`src/rtl/store_buffer_if.sv`:
```
`default_nettype none
// ============================================================================
// Module   : store_buffer_if
// Brief    : Core-side and data-memory-side signal bundle of the store buffer.
// Revision : 1.0 - initial release
// ============================================================================
interface store_buffer_if #(
    parameter int ADDR_WIDTH = 12
);
    logic [ADDR_WIDTH-1:0] cpu_addr;
    logic [31:0]           cpu_write_data;
    logic                  cpu_memwrite;
    logic                  cpu_memread;
    logic [3:0]            cpu_sign_mask;
    logic [31:0]           cpu_read_data;
    logic                  cpu_stall;

    logic [ADDR_WIDTH-1:0] mem_addr;
    logic [31:0]           mem_write_data;
    logic                  mem_memwrite;
    logic                  mem_memread;
    logic [3:0]            mem_sign_mask;
    logic [31:0]           mem_read_data;
    logic                  mem_clk_stall;

    // master: the core plus data memory surrounding the buffer
    modport master (
        output cpu_addr, cpu_write_data, cpu_memwrite, cpu_memread, cpu_sign_mask,
        output mem_read_data, mem_clk_stall,
        input  cpu_read_data, cpu_stall,
        input  mem_addr, mem_write_data, mem_memwrite, mem_memread, mem_sign_mask
    );

    modport slave (
        input  cpu_addr, cpu_write_data, cpu_memwrite, cpu_memread, cpu_sign_mask,
        input  mem_read_data, mem_clk_stall,
        output cpu_read_data, cpu_stall,
        output mem_addr, mem_write_data, mem_memwrite, mem_memread, mem_sign_mask
    );
endinterface
`default_nettype wire

```
`src/rtl/store_buffer.sv`:
```
`default_nettype none
// ============================================================================
// Module   : store_buffer
// Brief    : Posted-store FIFO between core and data memory; loads bypass
//            queued stores unless they hit the same word.
// Revision : 1.0 - initial release
// ============================================================================
module store_buffer #(
    parameter int DEPTH      = 4,
    parameter int ADDR_WIDTH = 12
) (
    input  logic          clk,
    input  logic          reset,
    store_buffer_if.slave bus
);

    localparam int PTR_W = (DEPTH > 1) ? $clog2(DEPTH) : 1;
    localparam int CNT_W = $clog2(DEPTH + 1);

    typedef enum logic [1:0] {
        S_IDLE    = 2'd0,
        S_ISSUE   = 2'd1,
        S_WAIT_HI = 2'd2,
        S_WAIT_LO = 2'd3
    } state_t;

    state_t                r_state;
    state_t                w_state_next;

    logic [ADDR_WIDTH-1:0] r_fifo_addr [DEPTH];
    logic [31:0]           r_fifo_data [DEPTH];
    logic [3:0]            r_fifo_mask [DEPTH];
    logic [PTR_W-1:0]      r_wr_ptr;
    logic [PTR_W-1:0]      r_rd_ptr;
    logic [CNT_W-1:0]      r_count;

    logic                  r_is_load;
    logic                  r_load_done;
    logic [31:0]           r_load_data;

    logic [ADDR_WIDTH-1:0] r_mem_addr;
    logic [31:0]           r_mem_wdata;
    logic                  r_mem_we;
    logic                  r_mem_re;
    logic [3:0]            r_mem_mask;

    logic                  w_full;
    logic                  w_load_pending;
    logic                  w_conflict;
    logic                  w_enq;
    logic                  w_deq;
    logic                  w_start_load;
    logic                  w_start_store;
    logic                  w_complete;

    assign w_full         = (r_count == CNT_W'(DEPTH));
    assign w_load_pending = bus.cpu_memread & ~r_load_done;
    assign w_enq          = bus.cpu_memwrite & ~bus.cpu_memread & ~w_full;
    assign w_start_load   = (r_state == S_IDLE) & ~bus.mem_clk_stall & w_load_pending & ~w_conflict;
    assign w_start_store  = (r_state == S_IDLE) & ~bus.mem_clk_stall & ~w_start_load
                          & (r_count != '0);
    assign w_complete     = (r_state == S_WAIT_LO) & ~bus.mem_clk_stall;
    assign w_deq          = w_complete & ~r_is_load;

    // A slot is live when its distance from the head is below the count;
    // the head stays live until its write completes in WAIT_LO.
    always_comb begin
        w_conflict = 1'b0;
        for (int i = 0; i < DEPTH; i++) begin
            if ((CNT_W'(PTR_W'(i) - r_rd_ptr) < r_count) &&
                (r_fifo_addr[i][ADDR_WIDTH-1:2] == bus.cpu_addr[ADDR_WIDTH-1:2])) begin
                w_conflict = 1'b1;
            end
        end
    end

    always_comb begin
        w_state_next = r_state;
        case (r_state)
            S_IDLE:    if (w_start_load || w_start_store) w_state_next = S_ISSUE;
            S_ISSUE:   w_state_next = S_WAIT_HI;
            S_WAIT_HI: if (bus.mem_clk_stall) w_state_next = S_WAIT_LO;
            S_WAIT_LO: if (!bus.mem_clk_stall) w_state_next = S_IDLE;
            default:   w_state_next = S_IDLE;
        endcase
    end

    always_ff @(posedge clk) begin
        if (reset) begin
            r_state <= S_IDLE;
        end else begin
            r_state <= w_state_next;
        end
    end

    always_ff @(posedge clk) begin
        if (w_enq) begin
            r_fifo_addr[r_wr_ptr] <= bus.cpu_addr;
            r_fifo_data[r_wr_ptr] <= bus.cpu_write_data;
            r_fifo_mask[r_wr_ptr] <= bus.cpu_sign_mask;
        end
    end

    always_ff @(posedge clk) begin
        if (reset) begin
            r_wr_ptr    <= '0;
            r_rd_ptr    <= '0;
            r_count     <= '0;
            r_is_load   <= 1'b0;
            r_load_done <= 1'b0;
            r_load_data <= '0;
            r_mem_addr  <= '0;
            r_mem_wdata <= '0;
            r_mem_we    <= 1'b0;
            r_mem_re    <= 1'b0;
            r_mem_mask  <= '0;
        end else begin
            if (w_enq) r_wr_ptr <= r_wr_ptr + PTR_W'(1);
            if (w_deq) r_rd_ptr <= r_rd_ptr + PTR_W'(1);
            case ({w_enq, w_deq})
                2'b10:   r_count <= r_count + CNT_W'(1);
                2'b01:   r_count <= r_count - CNT_W'(1);
                default: r_count <= r_count;
            endcase

            // Request registers are loaded only on entry to ISSUE, so they
            // read back as zero in every other state.
            if (w_start_load) begin
                r_mem_addr  <= bus.cpu_addr;
                r_mem_wdata <= '0;
                r_mem_we    <= 1'b0;
                r_mem_re    <= 1'b1;
                r_mem_mask  <= bus.cpu_sign_mask;
                r_is_load   <= 1'b1;
            end else if (w_start_store) begin
                r_mem_addr  <= r_fifo_addr[r_rd_ptr];
                r_mem_wdata <= r_fifo_data[r_rd_ptr];
                r_mem_we    <= 1'b1;
                r_mem_re    <= 1'b0;
                r_mem_mask  <= r_fifo_mask[r_rd_ptr];
                r_is_load   <= 1'b0;
            end else begin
                r_mem_addr  <= '0;
                r_mem_wdata <= '0;
                r_mem_we    <= 1'b0;
                r_mem_re    <= 1'b0;
                r_mem_mask  <= '0;
            end

            if (w_complete && r_is_load) begin
                r_load_data <= bus.mem_read_data;
                r_load_done <= 1'b1;
            end else if (r_load_done) begin
                r_load_done <= 1'b0;
            end
        end
    end

    assign bus.cpu_stall      = (bus.cpu_memwrite & ~bus.cpu_memread & w_full) | w_load_pending;
    assign bus.cpu_read_data  = r_load_data;
    assign bus.mem_addr       = r_mem_addr;
    assign bus.mem_write_data = r_mem_wdata;
    assign bus.mem_memwrite   = r_mem_we;
    assign bus.mem_memread    = r_mem_re;
    assign bus.mem_sign_mask  = r_mem_mask;

endmodule
`default_nettype wire
```
`src/flat_wrapper.sv`:
```
// flat-port wrapper written by rule: the top's interface ports become plain ports
module store_buffer_flat 
#(
    parameter int DEPTH      = 4,
    parameter int ADDR_WIDTH = 12
)
  (clk, reset, bus_cpu_addr, bus_cpu_write_data, bus_cpu_memwrite, bus_cpu_memread, bus_cpu_sign_mask, bus_mem_read_data, bus_mem_clk_stall, bus_cpu_read_data, bus_cpu_stall, bus_mem_addr, bus_mem_write_data, bus_mem_memwrite, bus_mem_memread, bus_mem_sign_mask);
  store_buffer_if #(.ADDR_WIDTH(ADDR_WIDTH)) bus_i ();
  input  logic clk;
  input  logic reset;
  input wire logic [$bits(bus_i.cpu_addr)-1:0] bus_cpu_addr;
  input wire logic [$bits(bus_i.cpu_write_data)-1:0] bus_cpu_write_data;
  input wire logic [$bits(bus_i.cpu_memwrite)-1:0] bus_cpu_memwrite;
  input wire logic [$bits(bus_i.cpu_memread)-1:0] bus_cpu_memread;
  input wire logic [$bits(bus_i.cpu_sign_mask)-1:0] bus_cpu_sign_mask;
  input wire logic [$bits(bus_i.mem_read_data)-1:0] bus_mem_read_data;
  input wire logic [$bits(bus_i.mem_clk_stall)-1:0] bus_mem_clk_stall;
  output wire logic [$bits(bus_i.cpu_read_data)-1:0] bus_cpu_read_data;
  output wire logic [$bits(bus_i.cpu_stall)-1:0] bus_cpu_stall;
  output wire logic [$bits(bus_i.mem_addr)-1:0] bus_mem_addr;
  output wire logic [$bits(bus_i.mem_write_data)-1:0] bus_mem_write_data;
  output wire logic [$bits(bus_i.mem_memwrite)-1:0] bus_mem_memwrite;
  output wire logic [$bits(bus_i.mem_memread)-1:0] bus_mem_memread;
  output wire logic [$bits(bus_i.mem_sign_mask)-1:0] bus_mem_sign_mask;
  assign bus_i.cpu_addr = bus_cpu_addr;
  assign bus_i.cpu_write_data = bus_cpu_write_data;
  assign bus_i.cpu_memwrite = bus_cpu_memwrite;
  assign bus_i.cpu_memread = bus_cpu_memread;
  assign bus_i.cpu_sign_mask = bus_cpu_sign_mask;
  assign bus_i.mem_read_data = bus_mem_read_data;
  assign bus_i.mem_clk_stall = bus_mem_clk_stall;
  assign bus_cpu_read_data = bus_i.cpu_read_data;
  assign bus_cpu_stall = bus_i.cpu_stall;
  assign bus_mem_addr = bus_i.mem_addr;
  assign bus_mem_write_data = bus_i.mem_write_data;
  assign bus_mem_memwrite = bus_i.mem_memwrite;
  assign bus_mem_memread = bus_i.mem_memread;
  assign bus_mem_sign_mask = bus_i.mem_sign_mask;
  store_buffer #(.DEPTH(DEPTH), .ADDR_WIDTH(ADDR_WIDTH)) u_core (.clk(clk), .reset(reset), .bus(bus_i));
endmodule
```
`config.mk`:
```
export PLATFORM = sky130hd
export DESIGN_NAME = store_buffer_flat
export DESIGN_NICKNAME = d
export VERILOG_FILES = /design/src/rtl/store_buffer_if.sv /design/src/rtl/store_buffer.sv /design/src/flat_wrapper.sv
export SDC_FILE = /design/constraint.sdc
export NUM_CORES = 1
export LEC_CHECK = 0
export BUFFER_PORTS_ARGS = -buffer_cell sky130_fd_sc_hd__buf_2
export CORE_ASPECT_RATIO = 0.6
export CORE_MARGIN = 2
export CORE_UTILIZATION = 50
export CTS_BUF_LIST = sky130_fd_sc_hd__clkbuf_4
export DETAILED_ROUTE_END_ITERATION = 8
export PLACE_DENSITY = 0.8
export SETUP_SLACK_MARGIN = 0.2
export SYNTH_ARGS = -nofsm -noshare
export SYNTH_HDL_FRONTEND = slang
export SYNTH_SLANG_ARGS = --single-unit
```
`constraint.sdc`:
```
create_clock -name clk -period 3.03 [get_ports clk]
set_clock_uncertainty 0.2 [all_clocks]
set_input_delay 0.1515 -clock clk [delete_from_list [all_inputs] [get_ports clk]]
set_output_delay 0.1515 -clock clk [all_outputs]
set_load 0.02 [all_outputs]
```
Word level (Yosys, flattened, before mapping)
Memory sizes are Yosys's and may differ from the RTL's. A register that Yosys moved wholly into a read port is not among the register bits. Index checks and enable logic that the tools add are counted.

Register bits after elaboration: 61. Bits in latches: 0. Bits in writable memories: 192. ROM bits: 0. Bits of input ports: 85. Output and inout bits: 83. Logic and storage cells: 96. Memories kept: 3.

Add/sub/neg operators: 8. Multipliers: 0. Div/mod/pow operators: 0. Magnitude comparators: 4. Eq/ne operators: 13. Shift operators: 0. Muxes and demuxes: 24. Bitwise logic cells: 20. Reductions and logical operators: 13.

Memories: u_core.r_fifo_data (depth 4, bits a word 32, read ports 1, clocked after Yosys merged registers in 1, wr ports 1, line store_buffer.sv:31) `logic [31:0] r_fifo_data [DEPTH];`; u_core.r_fifo_addr (depth 4, bits a word 12, read ports 5, clocked after Yosys merged registers in 1, wr ports 1, line store_buffer.sv:30) `logic [ADDR_WIDTH-1:0] r_fifo_addr [DEPTH];`; u_core.r_fifo_mask (depth 4, bits a word 4, read ports 1, clocked after Yosys merged registers in 1, wr ports 1, line store_buffer.sv:32) `logic [3:0] r_fifo_mask [DEPTH];`.

Operator list (count): $eq A10 B10 Y1 (4); $mux W12 (2); $mux W2 (7); $lt A3 B3 Y1 (4); $and A1 B1 Y1 (11); $mux W1 (11); $mux W4 (2); $not A1 Y1 (8); $pmux W2 S4 (1); $eq A2 B2 Y1 const B (3); $ne A2 B2 Y1 const B (3); $pmux W3 S2 (1); $sub A1 B2 Y3 const A (2); $sub A2 B2 Y3 const A (2); $logic_and A1 B1 Y1 (5); $add A2 B1 Y2 const B (2); $eq A2 B1 Y1 const B (2); $reduce_bool A2 Y1 (2); $add A3 B1 Y3 const B (1); $eq A3 B3 Y1 const B (1); $reduce_and A3 Y1 (1); $reduce_bool A3 Y1 (1); $reduce_or A3 Y1 (1); $sub A3 B1 Y3 const B (1); 4 further kinds (4).

Longest topological paths before layout
Depth in word-level cells: 15. Gate-level depth with buffers: 12. Depth with buffers taken out: 9.

Worst setup path after synthesis
No wires, ideal clock.

Kind: register to register. Start point: register u_core.r_rd_ptr[1]. End point: register u_core.r_mem_addr[10] (netlist: u_core.bus.mem_addr[10]). Setup time: 0.072 ns. Arrival time: 2.761 ns. Required time: 2.758 ns. Slack: -0.003 ns. Stages on the path, launching flop included: 13. Buffers on the path: 3. Period minus slack after synthesis: 3.033 ns. Cells stage by stage: dfxtp_1 > clkbuf_1 > clkbuf_1 > inv_1 > ha_1 > inv_1 > ha_1 > a21oi_2 > o2111ai_2 > o21ai_2 > nor3_4 > buf_8 > mux2i_1.

Longest elaborated chain between the ends: 14. Elaborated cells on any way between the ends: 23. Those cells by class: 4 x add/sub; 4 x order compare; 6 x mux; 5 x bitwise; 4 x reduce/logical.

RTL lines: from (decl) (line store_buffer.sv:34) `logic [PTR_W-1:0] r_rd_ptr;`; from (signal assigned) (line store_buffer.sv:119) `if (w_deq) r_rd_ptr <= r_rd_ptr + PTR_W'(1);`; $sub A1 B2 Y3 (line store_buffer.sv:70) `if ((CNT_W'(PTR_W'(i) - r_rd_ptr) < r_count) &&`; $lt A3 B3 Y1 (line store_buffer.sv:70); $logic_and A1 B1 Y1 (line store_buffer.sv:70); $mux W1 (3 in a row) (line store_buffer.sv:70); $mux W1 * (line store_buffer.sv:70); $not A1 Y1 * (line store_buffer.sv:59) `assign w_start_load = (r_state == S_IDLE) & ~bus.mem_clk_stall & w_load_pending & ~w_conflict;`; $and A1 B1 Y1 * (line store_buffer.sv:59); $not A1 Y1 (line store_buffer.sv:60) `assign w_start_store = (r_state == S_IDLE) & ~bus.mem_clk_stall & ~w_start_load`; $and A1 B1 Y1 (line store_buffer.sv:60); $and A1 B1 Y1 (line store_buffer.sv:61) `& (r_count != '0);`; $mux W12 (line store_buffer.sv:135) `end else if (w_start_store) begin`; $mux W12 * (line store_buffer.sv:128) `if (w_start_load) begin`; to (signal assigned) (line store_buffer.sv:129) `r_mem_addr <= bus.cpu_addr;`; to (signal assigned) (line store_buffer.sv:136) `r_mem_addr <= r_fifo_addr[r_rd_ptr];`; to (decl) (line store_buffer.sv:41) `logic [ADDR_WIDTH-1:0] r_mem_addr;`.

Every way passes the cells marked *; elsewhere a longest branch is shown, timed or not. A chain may end at the register's enable or synchronous reset.

Worst setup path after layout
Start point: register u_core.r_state[0]. End point: register u_core.r_load_data[7] (netlist: u_core.bus.cpu_read_data[7]).

Longest elaborated chain between the ends: 3.

RTL lines: from (decl) (line store_buffer.sv:27) `state_t r_state;`; from (signal assigned) (line store_buffer.sv:92) `r_state <= w_state_next;`; $eq A2 B2 Y1 (line store_buffer.sv:62) `assign w_complete = (r_state == S_WAIT_LO) & ~bus.mem_clk_stall;`; $and A1 B1 Y1 (line store_buffer.sv:62); $logic_and A1 B1 Y1 (line store_buffer.sv:150) `if (w_complete && r_is_load) begin`; to (signal assigned) (line store_buffer.sv:151) `r_load_data <= bus.mem_read_data;`; to (decl) (line store_buffer.sv:39) `logic [31:0] r_load_data;`.

Every way passes these cells.

==> metrics.md <==
| Metric | Value |
|---|---|
| VDD IR-drop max | 0.267 mV |
| Leakage | 5.70 nW |
| Highest-delay cell along the critical path | dlygate4sd3_1 |
| Largest stage delay on the critical path | 0.64 ns |
| Share of cells above drive strength 1 | 0.312 |
| Setup TNS | 0 ns |
| Routed WL | 26900 um |
| #FFs+latches synth | 287 |
| Worst Path Required | 3.44 ns |
| DR vias/cell | 5.17 |
| Max-cap violations | 0 |
| Commonest non-fill, non-tap cell in the layout | edfxtp_1 |
| Critical Path Sink Type | register |
| Drt drc | 0 |
| Core area | 22000 um^2 |
| Row count | 42 |
| Area Overhead vs Synth | 35.8% |
| CP startpoint kind | register |
| Pre-CTS WS | 0.0262 ns |
| DR WL/cell | 18.4 um |
| Vias | 7536 |
| Die Ht | 120 um |
| Most frequent cells in the layout | edfxtp_1, dlygate4sd3_1, buf_2, clkbuf_4, dfxtp_1 |
| Async set or reset register ratio after synthesis | 0 |
| Non-Filler Instances | 1459 |
| Final Hold Vio Count | 0 |
| Main synth FF type | edfxtp_1 |
| Post-synth cell types | 51 |
| # clock sinks | 287 |
| Placed Area | 12300 um^2 |
| Largest family of logic cells by synthesized area | multiplexers |
| Grt total ovfl | 0 |
| Post-synth EDFFs | 192 |
| RSZ-0062 raised after global routing | false |
| Area of the multi-input gates | 3240 um^2 |
| CP Data Arrival Time | 3.16 ns |
| Initial Util | 0.508 |
| Actual slew at the worst max-slew pin | 0.936 ns |
| Placed cell count | 1142 |
| Iter 0 DRT Violations | 512 |
| Die width | 197 um |
| Vias in the first global route | 7984 |
| Status | finished, final reports clean |
| Port Buffers | 167 |
| Crit Path Class | register to register |
| Max Fclk | 0.364 GHz |
| Synthesized net count | 820 |
| Routability Congestion | 0.796 |
| H-tree Lvls | 3 |
| PwrDens | 553 nW/um^2 |
| Initial antenna violation count | 4 |
| CP Max Fanout | 16 |
| Reg area | 7670 um^2 |
| Core Util, Final | 0.690 |
| # fillers | 1496 |
| Worst-path cell chain | ha_2 > and3b_2 > buf_12 > nand2_1 > dlygate4sd3_1 > a21oi_1 > dlygate4sd3_1 |
| Synth Area in Compound Gates | 0.0335 |
| Overall power | 8.39 mW |
| Post-DP HPWL | 13800 um |
| Setup-failing EPs final | 0 |
| Hold_ws | 0.0715 ns |
| Synth Area in XOR/XNOR | 0.0345 |
| Final Net Count | 1220 |
| Die ar. | 23600 um^2 |
| Clk buf depth | 3 |
| Adder-Cell Fraction of Synth Area | 0.0220 |
| Final WS setup | 0.279 ns |
| Largest net degree at the start of global routing | 49 |
| Aggregate global-route resource usage | 0.231 |
| Worst-path clk slew | 0.07 ns |
| Register area share after synthesis | 0.687 |
| Cts bufs inserted | 67 |
| Max_slew headroom | 0.375 |
| Post-DRT Antenna Nets | 0 |
| Post-route minimum period | 2.75 ns |
| CP most frequent cell | dlygate4sd3_1 |
| IO Pins | 168 |
| Worst-skew pair later-pin latency | 0.69 ns |
| Tightest Hold Check Type | primary input to register |
| CTS tree | built |
| Mapped Cells | 716 |
| Post-synthesis simple-gate area fraction | 0.0838 |
| Synth Area per Inst | 15.6 um^2 |
| Mapped Area | 11200 um^2 |
| Mux cell area share after synthesis | 0.116 |
| Finished Cell Area | 15200 um^2 |
| Final period util | 0.908 |
| Pins Over Slew Limit | 0 |
| Synthesis Warnings | 0 |
| Root buffer cell | clkbuf_4 |
| Global-route wire length before repair | 41400 um |
| Drt first pass iters | 8 |
-- layer usage --
layer | up-vias | share of wire | GRT usage
li1 | 3454 | - | -
met1 | 3665 | 0.43 | 0.306
met2 | 322 | 0.47 | 0.358
met3 | 95 | 0.066 | 0.0610
met4 | 0 | 0.036 | 0.117
met5 | - | 0 | 0
-- cells by family after synthesis --
group | Yosys count
AO/OA/AOI/OAI | 57
multiplexers | 67
flip-flops | 287
XOR/XNOR | 44
AND/OR/NAND/NOR | 185
buffers and inverters | 57
adder cells (fa/ha/maj) | 19
-- report_power, final --
part           internal [mW]  leakage (nW)  switching [mW]
Sequential              4.30          2.51          0.0590
Combinational          0.440          2.65           0.463
Clock                   1.63         0.532            1.49
Total                   6.37          5.70            2.02
-- final timing paths --
path | slack, ns | from | cells past startpoint | to
setup / recovery | 0.28 | u_core.r_state[0] | 7 | u_core.bus.cpu_read_data[7]
hold reg to reg | 0.32 | u_core.r_is_load | 2 | u_core.r_is_load
hold / removal | 0.07 | bus_cpu_sign_mask[2] | 2 | u_core.r_fifo_mask[2][2]
setup reg to reg | 0.28 | u_core.r_state[0] | 7 | u_core.bus.cpu_read_data[7]
-- synth_stat cells (13+ instances only) --
cell	n	area share
dfxtp_1	95	0.17
buf_2	17	0.0076
nor2b_1	32	0.018
nand2_1	85	0.029
mux2i_1	17	0.015
nand2b_1	20	0.011
clkbuf_1	19	0.0064
mux4_2	44	0.089
xor2_1	36	0.028
edfxtp_1	192	0.52
nor2_1	17	0.0057
inv_1	13	0.0044
ha_1	18	0.020
a21oi_1	39	0.017
-- flip-flops by register name, indices dropped and copies added, names as in the netlist, named ones only --
| name | flops |
|---|---|
| u_core.r_load_done | 1 |
| u_core.bus.mem_write_data | 32 |
| u_core.r_fifo_addr | 48 |
| u_core.r_wr_ptr | 2 |
| u_core.r_fifo_mask | 16 |
| u_core.r_is_load | 1 |
| u_core.r_count | 3 |
| u_core.r_fifo_data | 128 |
| u_core.r_state | 2 |
| u_core.bus.mem_memread | 1 |
| u_core.bus.mem_sign_mask | 4 |
| u_core.bus.mem_addr | 12 |
| u_core.bus.mem_memwrite | 1 |
| u_core.bus.cpu_read_data | 32 |
| u_core.r_rd_ptr | 2 |
-- timing repair --
action	CTS	global route
hold endpoints to repair	285	0
gates cloned	0	1
setup buffers	1	0
pin swaps	1	0
setup endpoints to repair	16	32
gates resized for setup	0	8
hold buffers	189	0
-- area by class of cell --
class,count,area share
Antenna cell,5,0.000826
Clock buffer,102,0.0505
Clock inverter,19,0.00669
Inverter,16,0.00396
Multi-Input combinational cell,372,0.214
Sequential cell,287,0.506
Tap cell,286,0.0236
Timing Repair Buffer,372,0.194
-- critical path: cells and delay by family (launching register included) --
family                     cells  cell delay [ns]
AOI/OAI and AO/OA              1             0.16
adders and majority gates      1             0.22
buffers and inverters          3             1.39
DFF                            1             0.38
and+or+nand+nor                2             0.34
Power figures use the tool's default switching activity.
